$ cat src/rtl/instruction_fetch_unit_pkg.sv
// Shared definitions for the MIPS32 instruction fetch stage.
//   NOP_WORD_DEF  : default bubble instruction word
//   RESET_PC_DEF  : default PC after reset
//   fetch_entry_t : one queued fetch result {instr, pc4}
//   word_align    : clears the byte-offset bits of an address
package instruction_fetch_unit_pkg;

  localparam logic [31:0] NOP_WORD_DEF = 32'h0000_0000;
  localparam logic [31:0] RESET_PC_DEF = 32'h0000_0000;

  typedef struct packed {
    logic [31:0] instr;
    logic [31:0] pc4;
  } fetch_entry_t;

  function automatic logic [31:0] word_align(input logic [31:0] addr);
    return {addr[31:2], 2'b00};
  endfunction

endpackage

$ cat src/rtl/instruction_fetch_unit_if.sv
// Instruction memory request/response bus.
//   IM_Req/IM_Addr  : fetch request and word-aligned byte address
//   IM_Ready        : memory accepts the request this cycle
//   IM_Valid/IM_Data: in-order response word
// master = fetch unit, slave = instruction memory.
interface instruction_fetch_unit_if;

  logic        IM_Req;
  logic [31:0] IM_Addr;
  logic        IM_Ready;
  logic        IM_Valid;
  logic [31:0] IM_Data;

  modport master (output IM_Req, IM_Addr, input IM_Ready, IM_Valid, IM_Data);
  modport slave  (input IM_Req, IM_Addr, output IM_Ready, IM_Valid, IM_Data);

endinterface

$ cat src/rtl/instruction_fetch_unit_fetch_fifo.sv
// Synchronous FIFO with flush and same-cycle push/pop.
//   clk_i       : clock
//   flush_i     : empties the FIFO (wins over push/pop)
//   push_i      : write push_data_i (ignored when full unless popping)
//   pop_i       : drop the head entry (ignored when empty)
//   head_o      : oldest entry, valid while empty_o=0
//   count_o     : number of stored entries
//   empty_o     : no entries stored
module fetch_fifo
  import instruction_fetch_unit_pkg::*;
#(
  parameter int WIDTH = 32,
  parameter int DEPTH = 4
) (
  input  logic                     clk_i,
  input  logic                     flush_i,
  input  logic                     push_i,
  input  logic [WIDTH-1:0]         push_data_i,
  input  logic                     pop_i,
  output logic [WIDTH-1:0]         head_o,
  output logic [$clog2(DEPTH):0]   count_o,
  output logic                     empty_o
);

  localparam int AW = $clog2(DEPTH);
  localparam int CW = AW + 1;
  localparam logic [CW-1:0] FULL_C = CW'(DEPTH);

  logic [WIDTH-1:0] mem_q [DEPTH];
  logic [AW-1:0]    rd_ptr_q, wr_ptr_q;
  logic [CW-1:0]    count_q;
  logic             do_push, do_pop;

  assign empty_o = (count_q == '0);
  assign count_o = count_q;
  assign head_o  = mem_q[rd_ptr_q];
  assign do_pop  = pop_i & ~empty_o;
  assign do_push = push_i & ((count_q != FULL_C) | do_pop);

  always_ff @(posedge clk_i) begin
    if (flush_i) begin
      rd_ptr_q <= '0;
      wr_ptr_q <= '0;
      count_q  <= '0;
    end else begin
      if (do_push) wr_ptr_q <= wr_ptr_q + 1'b1;
      if (do_pop)  rd_ptr_q <= rd_ptr_q + 1'b1;
      count_q <= count_q + CW'(do_push) - CW'(do_pop);
    end
  end

  // Storage needs no reset; the pointers define what is valid.
  always_ff @(posedge clk_i) begin
    if (do_push && !flush_i) mem_q[wr_ptr_q] <= push_data_i;
  end

endmodule

$ cat src/rtl/instruction_fetch_unit.sv
// MIPS32 IF stage: owns the PC, issues in-order fetches, buffers returned
// words and drives the IF/ID pipeline register.
//   Clk, Rst_n         : clock, synchronous active-low reset
//   im                 : instruction memory bus (master side)
//   ID_stall           : decode stall, IF/ID holds
//   ID_PCSrc/ID_new_PC : taken branch/jump and its target
//   IF_ID_*            : instruction, its address + 4, valid (0 = bubble)
module instruction_fetch_unit
  import instruction_fetch_unit_pkg::*;
#(
  parameter logic [31:0] RESET_PC = RESET_PC_DEF,
  parameter int          FQ_DEPTH = 4,
  parameter logic [31:0] NOP_WORD = NOP_WORD_DEF
) (
  input  logic                      Clk,
  input  logic                      Rst_n,
  instruction_fetch_unit_if.master  im,
  input  logic                      ID_stall,
  input  logic                      ID_PCSrc,
  input  logic [31:0]               ID_new_PC,
  output logic [31:0]               IF_ID_Instruction,
  output logic [31:0]               IF_ID_PC4,
  output logic                      IF_ID_Valid
);

  localparam int CW = $clog2(FQ_DEPTH) + 1;
  localparam logic [CW:0] DEPTH_C = (CW+1)'(FQ_DEPTH);

  logic [31:0]   pc_q, pc_d;
  logic [CW-1:0] discard_q, discard_d;
  logic [31:0]   if_instr_q, if_instr_d, if_pc4_q, if_pc4_d;
  logic          if_valid_q, if_valid_d;

  fetch_entry_t  q_head, q_push_data;
  logic [CW-1:0] q_count, pc4_count, outstanding;
  logic [31:0]   pc4_head;
  logic          q_empty, pc4_empty, q_push, q_pop, flush;
  logic          redirect, cap_ok, accept, rsp_any, resp_stale, resp_live, bypass;

  // The pc4 FIFO holds one entry per live (non-discarded) request, so its
  // count plus the discard count is the total number of requests in flight.
  assign outstanding = pc4_count + discard_q;
  assign redirect    = ID_PCSrc & if_valid_q & ~ID_stall;
  assign cap_ok      = ({1'b0, q_count} + {1'b0, outstanding}) < DEPTH_C;
  assign im.IM_Req   = Rst_n & ~redirect & cap_ok;
  assign im.IM_Addr  = pc_q;
  assign accept      = im.IM_Req & im.IM_Ready;
  assign rsp_any     = im.IM_Valid & (outstanding != '0);
  assign resp_stale  = im.IM_Valid & (discard_q != '0);
  assign resp_live   = im.IM_Valid & (discard_q == '0) & ~pc4_empty;
  assign bypass      = ~ID_stall & ~redirect & q_empty & resp_live;
  assign q_push      = resp_live & ~redirect & ~bypass;
  assign q_pop       = ~ID_stall & ~redirect & ~q_empty;
  assign flush       = ~Rst_n | redirect;
  assign q_push_data = '{instr: im.IM_Data, pc4: pc4_head};

  fetch_fifo #(.WIDTH($bits(fetch_entry_t)), .DEPTH(FQ_DEPTH)) u_data_q (
    .clk_i(Clk), .flush_i(flush), .push_i(q_push), .push_data_i(q_push_data),
    .pop_i(q_pop), .head_o(q_head), .count_o(q_count), .empty_o(q_empty)
  );

  // Flushed together with the data queue: every pre-flush request becomes a
  // discarded response and never needs its pc4.
  fetch_fifo #(.WIDTH(32), .DEPTH(FQ_DEPTH)) u_pc4_q (
    .clk_i(Clk), .flush_i(flush), .push_i(accept), .push_data_i(pc_q + 32'd4),
    .pop_i(resp_live), .head_o(pc4_head), .count_o(pc4_count), .empty_o(pc4_empty)
  );

  always_comb begin
    pc_d       = pc_q;
    if_instr_d = if_instr_q;
    if_pc4_d   = if_pc4_q;
    if_valid_d = if_valid_q;
    discard_d  = discard_q - CW'(resp_stale);

    // On reset or redirect every request still in flight after this edge is
    // dropped; a response landing at this edge is already accounted for.
    if (!Rst_n || redirect) discard_d = outstanding - CW'(rsp_any);

    if (redirect)    pc_d = word_align(ID_new_PC);
    else if (accept) pc_d = pc_q + 32'd4;

    if (!ID_stall) begin
      if_instr_d = NOP_WORD;
      if_pc4_d   = '0;
      if_valid_d = 1'b0;
      if (!redirect) begin
        if (!q_empty) begin
          if_instr_d = q_head.instr;
          if_pc4_d   = q_head.pc4;
          if_valid_d = 1'b1;
        end else if (resp_live) begin
          if_instr_d = im.IM_Data;
          if_pc4_d   = pc4_head;
          if_valid_d = 1'b1;
        end
      end
    end
  end

  always_ff @(posedge Clk) begin
    if (!Rst_n) begin
      pc_q       <= RESET_PC;
      if_instr_q <= NOP_WORD;
      if_pc4_q   <= '0;
      if_valid_q <= 1'b0;
      discard_q  <= discard_d;  // keeps tracking stale words through reset
    end else begin
      pc_q       <= pc_d;
      if_instr_q <= if_instr_d;
      if_pc4_q   <= if_pc4_d;
      if_valid_q <= if_valid_d;
      discard_q  <= discard_d;
    end
  end

  assign IF_ID_Instruction = if_instr_q;
  assign IF_ID_PC4         = if_pc4_q;
  assign IF_ID_Valid       = if_valid_q;

endmodule

$ cat src/flat_wrapper.sv
// flat-port wrapper written by rule: the top's interface ports become plain ports
module instruction_fetch_unit_flat import instruction_fetch_unit_pkg::*;
#(
  parameter logic [31:0] RESET_PC = RESET_PC_DEF,
  parameter int          FQ_DEPTH = 4,
  parameter logic [31:0] NOP_WORD = NOP_WORD_DEF
)
  (Clk, Rst_n, ID_stall, ID_PCSrc, ID_new_PC, IF_ID_Instruction, IF_ID_PC4, IF_ID_Valid, im_IM_Req, im_IM_Addr, im_IM_Ready, im_IM_Valid, im_IM_Data);
  instruction_fetch_unit_if im_i ();
  input  logic Clk;
  input  logic Rst_n;
  input  logic ID_stall;
  input  logic ID_PCSrc;
  input  logic [31:0] ID_new_PC;
  output logic [31:0] IF_ID_Instruction;
  output logic [31:0] IF_ID_PC4;
  output logic IF_ID_Valid;
  output wire logic [$bits(im_i.IM_Req)-1:0] im_IM_Req;
  output wire logic [$bits(im_i.IM_Addr)-1:0] im_IM_Addr;
  input wire logic [$bits(im_i.IM_Ready)-1:0] im_IM_Ready;
  input wire logic [$bits(im_i.IM_Valid)-1:0] im_IM_Valid;
  input wire logic [$bits(im_i.IM_Data)-1:0] im_IM_Data;
  assign im_IM_Req = im_i.IM_Req;
  assign im_IM_Addr = im_i.IM_Addr;
  assign im_i.IM_Ready = im_IM_Ready;
  assign im_i.IM_Valid = im_IM_Valid;
  assign im_i.IM_Data = im_IM_Data;
  instruction_fetch_unit #(.RESET_PC(RESET_PC), .FQ_DEPTH(FQ_DEPTH), .NOP_WORD(NOP_WORD)) u_core (.Clk(Clk), .Rst_n(Rst_n), .im(im_i), .ID_stall(ID_stall), .ID_PCSrc(ID_PCSrc), .ID_new_PC(ID_new_PC), .IF_ID_Instruction(IF_ID_Instruction), .IF_ID_PC4(IF_ID_PC4), .IF_ID_Valid(IF_ID_Valid));
endmodule
$ cat config.mk
export PLATFORM = sky130hd
export DESIGN_NAME = instruction_fetch_unit_flat
export DESIGN_NICKNAME = d
export VERILOG_FILES = /design/src/rtl/instruction_fetch_unit_pkg.sv /design/src/rtl/instruction_fetch_unit_if.sv /design/src/rtl/instruction_fetch_unit_fetch_fifo.sv /design/src/rtl/instruction_fetch_unit.sv /design/src/flat_wrapper.sv
export SDC_FILE = /design/constraint.sdc
export NUM_CORES = 1
export LEC_CHECK = 0
export BUFFER_PORTS_ARGS = -buffer_cell sky130_fd_sc_hd__buf_2
export CORE_MARGIN = 10
export CORE_UTILIZATION = 27
export CTS_CLUSTER_SIZE = 14
export DETAILED_ROUTE_END_ITERATION = 12
export HOLD_SLACK_MARGIN = 0.1
export PLACE_DENSITY_LB_ADDON = 0.05
export SYNTH_ARGS = -nofsm -noshare
export SYNTH_HDL_FRONTEND = slang
export SYNTH_SLANG_ARGS = --single-unit
$ cat constraint.sdc
create_clock -name Clk -period 6.8 [get_ports Clk]
set_clock_uncertainty 0.2 [all_clocks]
set_input_delay 0.68 -clock Clk [delete_from_list [all_inputs] [get_ports Clk]]
set_output_delay 0.68 -clock Clk [all_outputs]
set_load 0.05 [all_outputs]
; ---- Yosys cells after proc, flatten, opt, wreduce, memory -nomap -nowiden
; Memory sizes are Yosys's and may differ from the RTL's. A register that Yosys moved wholly into a read port is not among the register bits.
; Cells that the tools add are included.
[totals]
register_bits = 114
mem_bits_rw = 384
out_inout_bits = 98
wordCells = 90
in_bits = 70
memories = 2
[op_classes]
mux = 20
bitwise_logic = 28
eq_ne = 2
n_lt_le_gt_ge = 1
reduce_logical = 12
addsub = 13
[mem_list]
columns = name, words, width, read_ports, rd_clocked_by_memory_dff, write_ports, line_no
row1 = u_core.u_data_q.mem_q, 4, 64, 1, 1, 1, instruction_fetch_unit_fetch_fifo.sv:29  ; logic [WIDTH-1:0] mem_q [DEPTH];
row2 = u_core.u_pc4_q.mem_q, 4, 32, 1, 1, 1, instruction_fetch_unit_fetch_fifo.sv:29
[op_table]
columns = operator, count
row1 = 32-bit 2-to-1 mux, 8
row2 = "32-bit by 3-bit adder with 32-bit output, second input constant", 1
row3 = 1-bit AND, 19
row4 = 3-bit by 1-bit subtractor with 3-bit output, 4
row5 = 3-bit logical NOT, 3
row6 = "2-bit by 1-bit adder with 2-bit output, second input constant", 4
row7 = 2-bit 2-to-1 mux, 4
row8 = 1-bit 2-to-1 mux, 7
row9 = 3-bit by 1-bit adder with 3-bit output, 2
row10 = "3-bit != test, second input constant", 2
row11 = 1-bit inverter, 6
row12 = 3-bit nonzero test, 2
row13 = 3-bit by 3-bit adder with 4-bit output, 1
row14 = "4-bit by 3-bit less-than comparator with 1-bit output, second input constant", 1
row15 = 3-bit adder, 1
row16 = 3-bit 2-to-1 mux, 1
row17 = 1-bit bitwise OR, 3
row18 = 1-bit logical AND, 2
row19 = 1-bit logical NOT, 2
row20 = 2-bit nonzero test, 1
row21 = 2-bit OR reduction, 1
row22 = 1-bit logical OR, 1

; ---- Logic depth before layout (Yosys ltp)
[logic_depth]
depth_word = 12
mapped_depth = 14
depth_no_buf = 14

; ---- Modules after synthesis
; Synthesis repeated with hierarchy kept, for this count alone.
[hier_totals]
hier_cells = 1141
area_unflattened_um2 = 19568.8
[by_module_without_submodules]
columns = module, seq_area_each_um2, instances, cells_per_inst, area_per_inst_um2
row1 = fetch_fifo (u_core.u_data_q), 7867.5, 1, 384, 9689.3
row2 = fetch_fifo (u_core.u_pc4_q), 4023.9, 1, 217, 5077.4
row3 = instruction_fetch_unit, 1961.9, 1, 540, 4802.1

; ---- Worst setup path before layout
; OpenSTA, ideal clock, no wires.
[synth_timing]
path_kind = register -> register
from = register u_core.u_pc4_q.count_q[0] (netlist: u_core.u_pc4_q.count_o[0])
to = memory u_core.u_pc4_q.mem_q[0][10], enable pin
path_slack_ps = 2821
period_less_slack_ps = 3979
setup_time_ps = 390
path_buffers = 0
stages_incl_launch_ff = 10
arrival_ps = 3389
required_ps = 6210
path_cell_list = dfxtp_1 -> ha_1 -> fa_1 -> xnor2_1 -> xnor2_1 -> ha_1 -> nor4b_4 -> nand4_1 -> a31oi_2 -> and2_1
[synth_between]
elab_chain_len = 9
word_cells_on_any_way = 15
[synth_lines]
columns = element, line_no
row1 = start: declaration, instruction_fetch_unit_fetch_fifo.sv:31  ; logic [CW-1:0] count_q;
row2 = start signal: assignment, instruction_fetch_unit_fetch_fifo.sv:48  ; count_q <= count_q + CW'(do_push) - CW'(do_pop);
row3 = 3-bit adder or 3-bit logical NOT (tied branches), "instruction_fetch_unit.sv:42, instruction_fetch_unit_fetch_fifo.sv:34"
row4 = 3-bit by 3-bit adder with 4-bit output or 1-bit inverter (tied branches), "instruction_fetch_unit.sv:44, instruction_fetch_unit_fetch_fifo.sv:37, instruction_fetch_unit.sv:50"
row5 = 4-bit by 3-bit less-than comparator with 1-bit output or 1-bit AND (tied branches), "instruction_fetch_unit.sv:44, instruction_fetch_unit.sv:50"
row6 = 1-bit AND (on tied branches), "instruction_fetch_unit.sv:45, instruction_fetch_unit_fetch_fifo.sv:37"
row7 = 1-bit AND or 1-bit bitwise OR (tied branches), "instruction_fetch_unit.sv:47, instruction_fetch_unit_fetch_fifo.sv:38"
row8 = 1-bit AND (*), instruction_fetch_unit_fetch_fifo.sv:38  ; assign do_push = push_i & ((count_q != FULL_C) | do_pop);
row9 = 1-bit logical AND (*), instruction_fetch_unit_fetch_fifo.sv:54  ; if (do_push && !flush_i) mem_q[wr_ptr_q] <= push_data_i;
row10 = 1-bit 2-to-1 mux (*), instruction_fetch_unit_fetch_fifo.sv:54
row11 = 1-bit 2-to-1 mux (implied by the code) (*), instruction_fetch_unit_fetch_fifo.sv:54
row12 = end: declaration, instruction_fetch_unit_fetch_fifo.sv:29
; Mark *: on every way between the ends. The rest lies on a longest branch, timed or not.

; ---- Worst setup path in the final report
[layout_timing]
from = register u_core.u_pc4_q.count_q[0] (netlist: u_core.u_pc4_q.count_o[0])
to = memory u_core.u_pc4_q.mem_q[0][18], enable pin
; The elaborated chain is that of the path after synthesis.

==> flow_metrics.tcl <==
set metrics [dict create \
    peakVddDrop_mv 0.1419 \
    met3_usage_pct 2.807 \
    area_growth_pct 20.44 \
    ys.flop_type "edfxtp_1" \
    cts-resized-gates 0 \
    max_freq_mhz 218.3 \
    ant_nets 0 \
    synth-simple-area-share_pct 6.098 \
    finalCriticalPeriod_ns 4.581 \
    wl_per_cell_um 21.20 \
    worst_setup_path_start_kind "register" \
    met1_usage_pct 16.37 \
    ctsLongestPathBuffers 3 \
    async_reset_ff_share_pct 0 \
    drtPass1Iterations 5 \
    rsz0062_at_grt "no" \
    vias 10526 \
    num_antenna_cells 0 \
    synth_xor_area_share_pct 2.842 \
    worstPathRequired_ns 6.82 \
    vias_per_cell 4.487 \
    gp_congestion 0.7089 \
    fin_area_sq_um 22960 \
    crit_fanout 30 \
    grt.total_usage_pct 12.16 \
    seqCellArea_sq_um 13340 \
    cellLeakagePower_nw 7.753 \
    worstMarginPinSlew_ns 0.9197 \
    cellPowerDensity_nw_per_um2 368.4 \
    fp.coreArea_sq_um 70030 \
    syn-cell-area_sq_um 19060 \
    fill_cells 6895 \
    use_met2_pct 19.45 \
    maxSlewViolCount 0 \
    syn_inst 1160 \
    grt_pass1_vias 11552 \
    path_buf_inv 0 \
    multiInputGateArea_sq_um 5376 \
    clock-sinks 482 \
    synth_edf_count 368 \
    layout-drive-gt1-share_pct 27.17 \
    cp.arrival_ns 4.60 \
    yosys-mux-area-fraction_pct 12.71 \
    io_pins 168 \
    yosysUniqueCellTypes 65 \
    hpwl_mm 30.25 \
    cts_max_level 2 \
    cts_tree "yes" \
    synth_fa_ha_area_share_pct 1.497 \
    clk_pin_slew_ns 0.06 \
    place_area_sq_um 20860 \
    cp_top_family "simple AND/OR/NAND/NOR gates" \
    synth_seq_cells 482 \
    crit_path_top_delay_cell "and2_2" \
    final.setup.tns_ns 0 \
    critPathMaxStageDelay_ns 0.83 \
    synth_warnings 0 \
    antenna_found_initial 0 \
    io_buffers 161 \
    cap_violations 0 \
    drc_errors 0 \
    path_cells "ha_1 -> fa_1 -> xnor2_1 -> xnor2_1 -> ha_1 -> nor4b_4 -> nand4_1 -> a31oi_2 -> and2_2" \
    dieArea_sq_um 81620 \
    cts_buffers 57 \
    clk_latency_ns 0.61 \
    grt_max_degree 50 \
    hold_class "input port to register" \
    grt_pass1_wl_mm 76.03 \
    synth_area_per_cell_sq_um 16.43 \
    end_kind "register" \
    setup_viol 0 \
    p_total_mw 8.457 \
    num-nets-final 1449 \
    hold_viol 0 \
    synth_top_family_by_area "multiplexers" \
    die_h_um 285.7 \
    synth_compound_area_share_pct 4.798 \
    wl_mm 49.73 \
    rows 97 \
    ys_seq_area_share_pct 69.95 \
    grt_overflow 0 \
    criticalPathCategory "register to register" \
    status "completed" \
    relSlewSlack_pct 38.69 \
    min_period_over_period_pct 67.36 \
    start_util_pct 27.22 \
    top_usage_layer "met2" \
    root_buffer "clkbuf_16" \
    drt_iter0_drc 564 \
    dieWidth_um 285.7 \
]
-- timing repair --
action                                 4_1_cts  5_1_grt
hold buffers                                32        0
setup buffers                                0        0
endpoints found under the hold margin      143        0
-- logic make-up (layout without fill, tap and decap cells) --
family	Yosys count	after routing
flip-flops	482	482
AND/OR/NAND/NOR	230	230
AO/OA/AOI/OAI	153	153
multiplexers	127	127
buffers and inverters	85	328
XOR/XNOR	61	61
adder cells (fa/ha/maj)	21	21
other	1	4
-- cell usage in the layout (no fill, tap or decap), types with 23 or more instances in the layout --
cell type | netlist | routed
xor2_1 | 23 | 23
o21ai_0 | 51 | 51
nor2_1 | 31 | 31
buf_2 | 19 | 161
a21oi_1 | 51 | 51
dlygate4sd3_1 | 0 | 32
dfxtp_1 | 114 | 110
mux4_2 | 92 | 92
clkbuf_16 | 0 | 57
edfxtp_1 | 368 | 368
mux2i_1 | 34 | 34
xnor2_1 | 37 | 37
nand2_1 | 101 | 101
a22oi_1 | 30 | 30
-- layout make-up --
type                       instances  share of cell area (%)
multi-input combinational        596                   23.42
inverter                          14                  0.2289
sequential                       482                   58.11
tap                              940                   5.123
clock inverter                    24                  0.8557
clock buffer                      83                   6.900
timing repair buffer             207                   5.363
-- cells in the mapped netlist (19+ instances only) --
library cell	number	area, sq um
xnor2_1	37	324.1
dfxtp_1	114	2282
a22oi_1	30	225.2
buf_2	19	95.09
mux4_2	92	2072
nand2_1	101	379.1
o21ai_0	51	255.2
edfxtp_1	368	11050
nor2_1	31	116.4
mux2i_1	34	340.3
a21oi_1	51	255.2
clkbuf_1	42	157.7
xor2_1	23	201.4
-- sequential cells by signal, summed over array words and instances (netlist names), 2 cells and up, named ones only --
register and count:
u_core.u_pc4_q.wr_ptr_q 2, u_core.u_data_q.count_o 3, u_core.u_pc4_q.count_o 3, u_core.u_pc4_q.mem_q 120
u_core.IF_ID_Instruction 32, u_core.discard_q 3, u_core.IF_ID_PC4 30, u_core.u_data_q.mem_q 248
u_core.u_data_q.wr_ptr_q 2, u_core.u_data_q.rd_ptr_q 2, u_core.im.IM_Addr 30, u_core.u_pc4_q.rd_ptr_q 2
-- worst register-to-register path, cell delays in order (launching register included) --
cell and delay [ns]:
dfxtp_1 0.34, ha_1 0.23, fa_1 0.43, xnor2_1 0.15, xnor2_1 0.30, ha_1 0.33, nor4b_4 0.38, nand4_1 0.48
a31oi_2 0.52, and2_2 0.83
-- power breakdown --
part           leakage (nW)  total (mW)  switching (mW)  internal [mW]
Combinational          2.61        1.88            1.19          0.688
Clock                 0.863        2.89            1.23           1.66
Sequential             4.28        3.69           0.208           3.48
-- per-layer routing --
layer | routed length, um | vias up
met5 | 0 | -
met4 | 876 | 0
met3 | 2271 | 59
met2 | 23220 | 220
met1 | 23360 | 5356
li1 | - | 4891
-- per-stage QoR --
step / cells / setup slack (ns) / util, % / hold WS, ns
after floorplan: 1163 / 2.821 / - / 0.2847
after global placement: 2207 / 2.079 / 29.78 / 0.2333
after detailed placement: 2207 / 2.061 / 29.78 / 0.2423
after CTS: 2346 / 2.045 / 32.78 / 0.1070
after global routing: 2346 / 1.764 / 32.78 / 0.1390
final: 2346 / 2.219 / 32.78 / 0.1550
-- final timing paths --
kind                                start                           end  slack (ns)  cells after the start
min reg2reg  u_core.IF_ID_Instruction[27]  u_core.IF_ID_Instruction[27]        0.25                      2
max reg2reg     u_core.u_pc4_q.count_o[0]   u_core.u_pc4_q.mem_q[0][18]        2.22                      9
min                          ID_new_PC[5]          u_core.im.IM_Addr[5]        0.15                      3
max             u_core.u_pc4_q.count_o[0]   u_core.u_pc4_q.mem_q[0][18]        2.22                      9
Note: power is estimated with default switching activity, not from simulation.
